[config.mk]
export PLATFORM = sky130hd
export DESIGN_NAME = alu_instr_encoder_flat
export DESIGN_NICKNAME = d
export VERILOG_FILES = /design/src/rtl/rv_enc_pkg.sv /design/src/rtl/alu_instr_encoder_if.sv /design/src/rtl/alu_field_encoder.sv /design/src/rtl/alu_instr_encoder.sv /design/src/flat_wrapper.sv
export SDC_FILE = /design/constraint.sdc
export NUM_CORES = 1
export LEC_CHECK = 0
export CORE_MARGIN = 8
export CORE_UTILIZATION = 40
export DETAILED_ROUTE_END_ITERATION = 12
export HOLD_SLACK_MARGIN = 0.08
export PLACE_DENSITY = 0.72
export SLEW_MARGIN = 20
export SYNTH_ARGS = -nofsm -noshare
export SYNTH_HDL_FRONTEND = slang
export SYNTH_SLANG_ARGS = --single-unit
[constraint.sdc]
create_clock -name clk -period 2.7 [get_ports clk]
set_input_delay 0.54 -clock clk [delete_from_list [all_inputs] [get_ports clk]]
set_output_delay 0.54 -clock clk [all_outputs]
set_load 0.02 [all_outputs]
[src/rtl/rv_enc_pkg.sv]
// Shared RV32I OP/OP-IMM encoding constants, used by both the ALU control decoder and the instruction encoder.
package rv_enc_pkg;

    localparam logic [2:0] ALU_ADD = 3'b000;
    localparam logic [2:0] ALU_SUB = 3'b001;
    localparam logic [2:0] ALU_AND = 3'b010;
    localparam logic [2:0] ALU_OR  = 3'b011;
    localparam logic [2:0] ALU_SLL = 3'b100;
    localparam logic [2:0] ALU_SLT = 3'b101;

    localparam logic [6:0] OPC_OP      = 7'b0110011;
    localparam logic [6:0] OPC_OP_IMM  = 7'b0010011;
    localparam logic [6:0] FUNCT7_BASE = 7'b0000000;
    localparam logic [6:0] FUNCT7_ALT  = 7'b0100000;

    localparam logic [2:0] F3_ADD_SUB = 3'b000;
    localparam logic [2:0] F3_SLL     = 3'b001;
    localparam logic [2:0] F3_SLT     = 3'b010;
    localparam logic [2:0] F3_OR      = 3'b110;
    localparam logic [2:0] F3_AND     = 3'b111;

    typedef enum logic {
        ST_EMPTY = 1'b0,
        ST_FULL  = 1'b1
    } enc_state_e;

    // SLLI needs no special case here: a legal SLLI already carries imm[11:5] = 0.
    function automatic logic [31:0] pack_word(
        input logic        is_imm,
        input logic [6:0]  funct7,
        input logic [2:0]  funct3,
        input logic [4:0]  rd,
        input logic [4:0]  rs1,
        input logic [4:0]  rs2,
        input logic [11:0] imm
    );
        if (is_imm)
            return {imm, rs1, funct3, rd, OPC_OP_IMM};
        else
            return {funct7, rs2, rs1, funct3, rd, OPC_OP};
    endfunction

endpackage

[src/rtl/alu_instr_encoder_if.sv]
// Request and instruction-memory streaming bus of the instruction encoder.
interface alu_instr_encoder_if #(
    parameter int ADDR_W = 8
);
    logic              in_valid;
    logic              in_ready;
    logic [2:0]        in_alu_ctrl;
    logic              in_is_imm;
    logic [4:0]        in_rd;
    logic [4:0]        in_rs1;
    logic [4:0]        in_rs2;
    logic [11:0]       in_imm;
    logic              out_valid;
    logic              out_ready;
    logic [31:0]       out_instr;
    logic [ADDR_W-1:0] out_addr;

    modport master (
        output in_valid, in_alu_ctrl, in_is_imm, in_rd, in_rs1, in_rs2, in_imm, out_ready,
        input  in_ready, out_valid, out_instr, out_addr
    );

    modport slave (
        input  in_valid, in_alu_ctrl, in_is_imm, in_rd, in_rs1, in_rs2, in_imm, out_ready,
        output in_ready, out_valid, out_instr, out_addr
    );
endinterface

[src/rtl/alu_field_encoder.sv]
// Maps an ALU control code to funct3/funct7 and flags combinations with no RV32I encoding.
module alu_field_encoder
    import rv_enc_pkg::*;
(
    input  logic [2:0] alu_ctrl,
    input  logic       is_imm,
    input  logic [6:0] imm_hi,
    output logic [2:0] funct3,
    output logic [6:0] funct7,
    output logic       legal
);

    always_comb begin
        funct3 = F3_ADD_SUB;
        funct7 = FUNCT7_BASE;
        legal  = 1'b1;
        case (alu_ctrl)
            ALU_ADD: funct3 = F3_ADD_SUB;
            ALU_SUB: begin
                funct7 = FUNCT7_ALT;
                legal  = !is_imm;
            end
            ALU_AND: funct3 = F3_AND;
            ALU_OR:  funct3 = F3_OR;
            // SLLI shares the immediate field with the shift amount; upper bits must be zero
            ALU_SLL: begin
                funct3 = F3_SLL;
                legal  = !is_imm || (imm_hi == 7'd0);
            end
            ALU_SLT: funct3 = F3_SLT;
            default: legal = 1'b0;
        endcase
    end

endmodule

[src/rtl/alu_instr_encoder.sv]
// Encodes ALU requests into RV32I OP/OP-IMM words and streams them to instruction memory
// through a one-entry output register with an auto-incrementing word address.
module alu_instr_encoder
    import rv_enc_pkg::*;
#(
    parameter int                ADDR_W    = 8,
    parameter logic [ADDR_W-1:0] BASE_ADDR = '0
) (
    input  logic                clk,
    input  logic                rst,
    input  logic                clr,
    alu_instr_encoder_if.slave  bus,
    output logic                err,
    output logic                err_sticky,
    output logic [ADDR_W:0]     word_count
);

    enc_state_e        state;
    logic              out_valid_q;
    logic [31:0]       out_instr_q;
    logic [ADDR_W-1:0] out_addr_q;
    logic [ADDR_W-1:0] addr_cnt;

    logic [2:0]        funct3;
    logic [6:0]        funct7;
    logic              legal;
    logic              in_ready;
    logic              accept;
    logic              load;
    logic              deliver;
    logic [ADDR_W-1:0] next_addr;
    logic [31:0]       word;

    alu_field_encoder u_fields (
        .alu_ctrl (bus.in_alu_ctrl),
        .is_imm   (bus.in_is_imm),
        .imm_hi   (bus.in_imm[11:5]),
        .funct3   (funct3),
        .funct7   (funct7),
        .legal    (legal)
    );

    assign in_ready  = !clr && ((state == ST_EMPTY) || bus.out_ready);
    assign accept    = bus.in_valid && in_ready;
    assign load      = accept && legal;
    assign deliver   = out_valid_q && bus.out_ready && !clr;
    // a word loaded while the previous one leaves takes the following address
    assign next_addr = deliver ? addr_cnt + 1'b1 : addr_cnt;
    assign word      = pack_word(bus.in_is_imm, funct7, funct3, bus.in_rd,
                                 bus.in_rs1, bus.in_rs2, bus.in_imm);

    assign bus.in_ready  = in_ready;
    assign bus.out_valid = out_valid_q;
    assign bus.out_instr = out_instr_q;
    assign bus.out_addr  = out_addr_q;

    always_ff @(posedge clk or posedge rst) begin
        if (rst) begin
            state       <= ST_EMPTY;
            out_valid_q <= 1'b0;
            out_instr_q <= '0;
            out_addr_q  <= BASE_ADDR;
            addr_cnt    <= BASE_ADDR;
            err         <= 1'b0;
            err_sticky  <= 1'b0;
            word_count  <= '0;
        end else if (clr) begin
            state       <= ST_EMPTY;
            out_valid_q <= 1'b0;
            addr_cnt    <= BASE_ADDR;
            err         <= 1'b0;
            err_sticky  <= 1'b0;
            word_count  <= '0;
        end else begin
            err <= accept && !legal;
            if (accept && !legal)
                err_sticky <= 1'b1;

            if (deliver) begin
                addr_cnt <= addr_cnt + 1'b1;
                if (word_count != '1)
                    word_count <= word_count + 1'b1;
            end

            case (state)
                ST_EMPTY: begin
                    if (load) begin
                        out_instr_q <= word;
                        out_addr_q  <= next_addr;
                        out_valid_q <= 1'b1;
                        state       <= ST_FULL;
                    end
                end
                ST_FULL: begin
                    if (load) begin
                        out_instr_q <= word;
                        out_addr_q  <= next_addr;
                        out_valid_q <= 1'b1;
                    end else if (bus.out_ready) begin
                        out_valid_q <= 1'b0;
                        state       <= ST_EMPTY;
                    end
                end
            endcase
        end
    end

endmodule

[src/flat_wrapper.sv]
// flat-port wrapper written by rule: the top's interface ports become plain ports
module alu_instr_encoder_flat import rv_enc_pkg::*;
#(
    parameter int                ADDR_W    = 8,
    parameter logic [ADDR_W-1:0] BASE_ADDR = '0
)
  (clk, rst, clr, err, err_sticky, word_count, bus_in_valid, bus_in_alu_ctrl, bus_in_is_imm, bus_in_rd, bus_in_rs1, bus_in_rs2, bus_in_imm, bus_out_ready, bus_in_ready, bus_out_valid, bus_out_instr, bus_out_addr);
  alu_instr_encoder_if #(.ADDR_W(ADDR_W)) bus_i ();
  input  logic clk;
  input  logic rst;
  input  logic clr;
  output logic err;
  output logic err_sticky;
  output logic [ADDR_W:0] word_count;
  input wire logic [$bits(bus_i.in_valid)-1:0] bus_in_valid;
  input wire logic [$bits(bus_i.in_alu_ctrl)-1:0] bus_in_alu_ctrl;
  input wire logic [$bits(bus_i.in_is_imm)-1:0] bus_in_is_imm;
  input wire logic [$bits(bus_i.in_rd)-1:0] bus_in_rd;
  input wire logic [$bits(bus_i.in_rs1)-1:0] bus_in_rs1;
  input wire logic [$bits(bus_i.in_rs2)-1:0] bus_in_rs2;
  input wire logic [$bits(bus_i.in_imm)-1:0] bus_in_imm;
  input wire logic [$bits(bus_i.out_ready)-1:0] bus_out_ready;
  output wire logic [$bits(bus_i.in_ready)-1:0] bus_in_ready;
  output wire logic [$bits(bus_i.out_valid)-1:0] bus_out_valid;
  output wire logic [$bits(bus_i.out_instr)-1:0] bus_out_instr;
  output wire logic [$bits(bus_i.out_addr)-1:0] bus_out_addr;
  assign bus_i.in_valid = bus_in_valid;
  assign bus_i.in_alu_ctrl = bus_in_alu_ctrl;
  assign bus_i.in_is_imm = bus_in_is_imm;
  assign bus_i.in_rd = bus_in_rd;
  assign bus_i.in_rs1 = bus_in_rs1;
  assign bus_i.in_rs2 = bus_in_rs2;
  assign bus_i.in_imm = bus_in_imm;
  assign bus_i.out_ready = bus_out_ready;
  assign bus_in_ready = bus_i.in_ready;
  assign bus_out_valid = bus_i.out_valid;
  assign bus_out_instr = bus_i.out_instr;
  assign bus_out_addr = bus_i.out_addr;
  alu_instr_encoder #(.ADDR_W(ADDR_W), .BASE_ADDR(BASE_ADDR)) u_core (.clk(clk), .rst(rst), .clr(clr), .bus(bus_i), .err(err), .err_sticky(err_sticky), .word_count(word_count));
endmodule
Word-level counts from Yosys, hierarchy flattened
Index checks and enable logic that the tools add are counted.
Word-level totals
  bits in registers: 61
  input bits: 36
  logic and storage cells: 64
Operators by class
  $add $sub $neg: 2
  eq/ne operators: 8
  mux-type cells: 24
  bitwise logic cells: 2
  reduce and logical (&&, ||, !) cells: 20
Operators with widths (number)
  two-way mux 32 bit: 2
  two-way mux 9 bit: 3
  two-way mux 8 bit: 3
  one-hot mux 3 bit (4 select lines): 1
  two-way mux 1 bit: 11
  adder 9 x 1 -> 9 bit, second input constant: 1
  != test 9 bit, second input constant: 1
  adder 8 x 1 -> 8 bit, second input constant: 1
  logical NOT 7 bit: 1
  == test 3 x 2 -> 1 bit, second input constant: 2
  == test 3 bit, second input constant: 2
  logical AND 1 bit: 6
  two-way mux 6 bit: 1
  AND reduction 2 bit: 3
  nonzero test 2 bit: 3
  != test 4 bit, second input constant: 1
  one-hot mux 1 bit (2 select lines): 2
  OR reduction 4 bit: 1
  == test 3 x 1 -> 1 bit, second input constant: 1
  logical NOT 1 bit: 3
  logical NOT 3 bit: 1
  != test 3 x 2 -> 1 bit, second input constant: 1
  one-hot mux 1 bit (3 select lines): 1
  logical OR 1 bit: 2
  inverter 1 bit: 2

Longest topological paths before layout
  depth in word-level cells: 8
  depth in mapped cells: 8
  mapped depth without buffers: 8

Hierarchy
From an unflattened synthesis, not the netlist that was laid out.
Unflattened totals
  cells, all modules: 250
  area, all modules: 2775.2 sq um
By module, submodules not included
  alu_instr_encoder: instances 1, cells an instance 229, area an instance 2612.5 sq um
  alu_field_encoder: instances 1, cells an instance 21, area an instance 162.7 sq um

Least setup slack after synthesis
Ideal clock, no wire load.
  path kind: flip-flop to flip-flop
  start: register u_core.word_count[0]
  end: register u_core.word_count[5]
  library setup time: 78 ps
  data arrival time: 1994 ps
  slack: 628 ps
  cell stages (with the launch flop): 9
  buffers on the path: 0
  period minus slack after synthesis: 2072 ps
  cells stage by stage: dfrtp_1 > ha_1 > nand3_1 > nor2_1 > ha_1 > nor2_2 > nand4_1 > or3_1 > a21oi_1
On the way
  word-level cells in the longest chain between the ends: 4
  elaborated cells on any way between the ends: 7
  those cells by class: add/sub: 1; eq/ne: 1; mux: 3; reduce/logical: 2
Ends and longest elaborated chain
  start, declared: RTL line alu_instr_encoder.sv:15  | output logic [ADDR_W:0] word_count
  start signal, assigned: RTL line alu_instr_encoder.sv:82  | word_count <= word_count + 1'b1;
  adder 9 x 1 -> 9 bit: RTL line alu_instr_encoder.sv:82
  two-way mux 9 bit: RTL line alu_instr_encoder.sv:81  | if (word_count != '1)
  two-way mux 9 bit: RTL line alu_instr_encoder.sv:79  | if (deliver) begin
  two-way mux 9 bit: RTL line alu_instr_encoder.sv:67  | end else if (clr) begin
Several ways; a longest one is shown, not always the timed one. The select of a mux whose other input is x is not followed.
A chain may end at the register's enable or synchronous reset.

Worst setup path after layout
  start: input bus_out_ready
  end: output bus_in_ready
On the way
  word-level cells in the longest chain between the ends: 2
Ends and longest elaborated chain
  start, declared: RTL line flat_wrapper.sv:22  | input wire logic [$bits(bus_i.out_ready)-1:0] bus_out_ready;
  logical OR 1 bit: RTL line alu_instr_encoder.sv:43  | assign in_ready = !clr && ((state == ST_EMPTY) || bus.out_ready);
  logical AND 1 bit: RTL line alu_instr_encoder.sv:43
  end, declared: RTL line flat_wrapper.sv:23  | output wire logic [$bits(bus_i.in_ready)-1:0] bus_in_ready;
Every way passes these cells.

==> impl_metrics.toml <==
[floorplan]
pin_count = 89
initial_utilization_pct = 41.3
die-width_um = 96.7
rows = 29
floorplan.die_area_um2 = 9350
design.core.area_um2 = 6310
die_height_um = 96.7

[sta]
total_neg_setup_slack_ns = 0
clock.fmax_mhz = 407
finalSetupViolations = 0
slew_violations = 0
finalCritPeriodShare_pct = 90.9
skew_ns = 0.00342
finalHoldViolations = 0
rsz0062_at_grt = "false"
min_period_ns = 2.46

[hold_path]
timing.hold.worst.start = "u_core.err_sticky"
worstHoldPathType = "reg2reg"
timing.hold.worst_path_depth = 1
timing.hold.worst_endpoint = "u_core.err_sticky"

[cells_and_area]
drive_above_1_share_pct = 16.9
most-common-layout-cells = "85 x sky130_fd_sc_hd__clkdlybuf4s50_1, 56 x sky130_fd_sc_hd__dfrtp_1, 17 x sky130_fd_sc_hd__mux2_4"
post_layout_nonfiller_instances = 378
utilization_pct = 58.1
layout.cells.most_common = "sky130_fd_sc_hd__clkdlybuf4s50_1"
syn_to_final_growth_pct = 40.8
seq_area_um2 = 1400
net_count_of_the_finished_layout = 339
multi_input_comb_area_um2 = 1110
antenna_cells_inserted = 0
final.fill_count = 561

[grt]
grt_max_degree = 24
globalRouteOverflowTotal = 0
grt_use_total_pct = 13.4
first_global_vias = 2091
grt_antenna_before_repair = 0
grt_pass1_wl_um = 10600

[clocking]
cts-buffers-inserted = 5
clk_root_buffer_cell = "sky130_fd_sc_hd__clkbuf_8"
tritoncts = "done"
post_cts_resize_count = 0
insertion_delay_ns = 0.30
post-cts-setup-buffers = 0
cts_hold_buffers = 0
clock_pin_slew_on_the_worst_setup_and_hold_paths_ns = 0.10
ctsHtreeMaxLevel = 2
cts.sinks = 56
clock_tree.buffer_depth = 2

[setup_path]
data_required_time_of_the_worst_path_ns = 2.16
cp-start-kind = "input port"
cp-end-kind = "output port"
rr_worst_depth = 8
crit_fanout = 4
critPathKind = "in2out"
r2r_end = "u_core.word_count[7]"
reg2reg_from = "u_core.word_count[0]"
worst-endpoint-arrival_ns = 1.92
r2r_setup_slack_ns = 0.70

[route]
detail_route.drc_violations = 0
routed_wl_um = 6030
vias_per_cell = 4.96
vias = 1875
detail-route-antenna-nets = 0
drtIter0Drc = 58
wl_per_cell_um = 15.9
detail_route.first_pass.iterations = 4

[yosys]
ys_seq_elements = 56
synth_cell_type_count = 38
synthesis.instances = 211
synthesis.yosys.warnings = 0
synth-main-ff-cell = "sky130_fd_sc_hd__dfrtp_1"
ys_seq_area_share_pct = 53.8
synthesis.area_per_instance_um2 = 12.3
synthesis.area_um2 = 2600
synth-async-reset-ratio_pct = 100
synth-edff-count = 0

[placement]
inst_count_dp = 370
place.port_buffers = 85
finalWeightedCongestion = 0.772
half_perimeter_wire_length_of_the_detailed_placement_result_um = 4560

[power]
power.density_nw_per_um2 = 560
power.static_leakage_nw = 1.61
worst_ir_drop_vdd_mv = 0.319
power_consumption_mw = 2.06

[job]
max_cap_violations = 0

[run_status]
status = "finished, final reports clean"
-- state kept, by name (all words and copies together) (netlist names) --
register              flops
u_core.addr_cnt           8
u_core.bus.out_addr       8
u_core.bus.out_instr     27
u_core.bus.out_valid      1
u_core.err                1
u_core.err_sticky         1
u_core.state              1
u_core.word_count         9
-- cell families after synthesis --
group	Yosys count	share of synthesized area [%]
buffers and inverters	17	3.84
AOI/OAI and AO/OA	33	8.31
muxes	32	16.1
DFF	56	53.8
adders and majority gates	3	1.44
other	1	0.144
and+or+nand+nor	56	12.0
xor gates and xnor gates	13	4.37
-- power breakdown --
part / switching, mW / internal (mW) / leakage [nW]
logic: 0.247 / 0.285 / 0.823
clock network: 0.278 / 0.280 / 0.0583
registers: 0.0446 / 0.920 / 0.731
total: 0.570 / 1.49 / 1.61
-- metal layers --
metal,GRT usage [%],wire length [µm],up-vias
li1,-,-,900
met1,15.4,2610,913
met2,22.3,2870,58
met3,6.12,508,4
met4,2.84,41,0
met5,0,0,-
-- critical path: stages --
cell and delay, ns:
sky130_fd_sc_hd__clkdlybuf4s50_1 0.52, sky130_fd_sc_hd__nor2b_1 0.08, sky130_fd_sc_hd__nor2_1 0.14, sky130_fd_sc_hd__clkdlybuf4s50_1 0.63
-- how the worst max path moves through the flow --
stage                               from                   end  cells past startpoint
CTS                        bus_out_ready          bus_in_ready                      4
global route               bus_out_ready          bus_in_ready                      4
global placement           bus_out_ready          bus_in_ready                      4
finish                     bus_out_ready          bus_in_ready                      4
floorplan           u_core.word_count[0]  u_core.word_count[5]                      8
detailed placement         bus_out_ready          bus_in_ready                      4
-- synthesized netlist by cell type (2+ instances only) --
cell / n / area share, %
sky130_fd_sc_hd__a21oi_1: 2 / 0.38
sky130_fd_sc_hd__and2_1: 7 / 1.7
sky130_fd_sc_hd__and3_1: 3 / 0.72
sky130_fd_sc_hd__and4_1: 2 / 0.67
sky130_fd_sc_hd__buf_2: 2 / 0.38
sky130_fd_sc_hd__buf_4: 5 / 1.4
sky130_fd_sc_hd__buf_6: 2 / 0.86
sky130_fd_sc_hd__clkbuf_1: 4 / 0.58
sky130_fd_sc_hd__dfrtp_1: 56 / 54
sky130_fd_sc_hd__ha_1: 3 / 1.4
sky130_fd_sc_hd__inv_1: 3 / 0.43
sky130_fd_sc_hd__mux2_2: 12 / 5.2
sky130_fd_sc_hd__mux2_4: 17 / 9.8
sky130_fd_sc_hd__mux2i_1: 3 / 1.2
sky130_fd_sc_hd__nand2_1: 13 / 1.9
sky130_fd_sc_hd__nand3_1: 3 / 0.58
sky130_fd_sc_hd__nand4_1: 5 / 1.2
sky130_fd_sc_hd__nor2_1: 12 / 1.7
sky130_fd_sc_hd__nor2b_1: 3 / 0.72
sky130_fd_sc_hd__o21a_1: 2 / 0.58
sky130_fd_sc_hd__o21ai_0: 14 / 2.7
sky130_fd_sc_hd__o31ai_1: 9 / 2.6
sky130_fd_sc_hd__o41ai_1: 2 / 0.67
sky130_fd_sc_hd__or3_1: 2 / 0.48
sky130_fd_sc_hd__xnor2_1: 7 / 2.4
sky130_fd_sc_hd__xor2_1: 6 / 2.0
-- layout make-up --
type,instances,area share [%]
inverters,3,0.307
flip-flops and latches,56,38.2
well taps,77,2.63
clock inverters,3,1.30
clock buffers,5,1.88
repair buffers,94,25.4
multi-input cells,140,30.3
-- through the flow --
| stage | setup slack [ns] | instance area (µm²) | hold slack (ns) |
|---|---|---|---|
| 2_1_floorplan | 0.628 | 2610 | 0.507 |
| 3_3_place_gp | 0.212 | 3550 | 0.466 |
| 3_5_place_dp | 0.221 | 3550 | 0.473 |
| 4_1_cts | 0.222 | 3670 | 0.497 |
| 5_1_grt | 0.158 | 3670 | 0.501 |
| 6_report | 0.245 | 3670 | 0.491 |
Power figures use the tool's default switching activity.
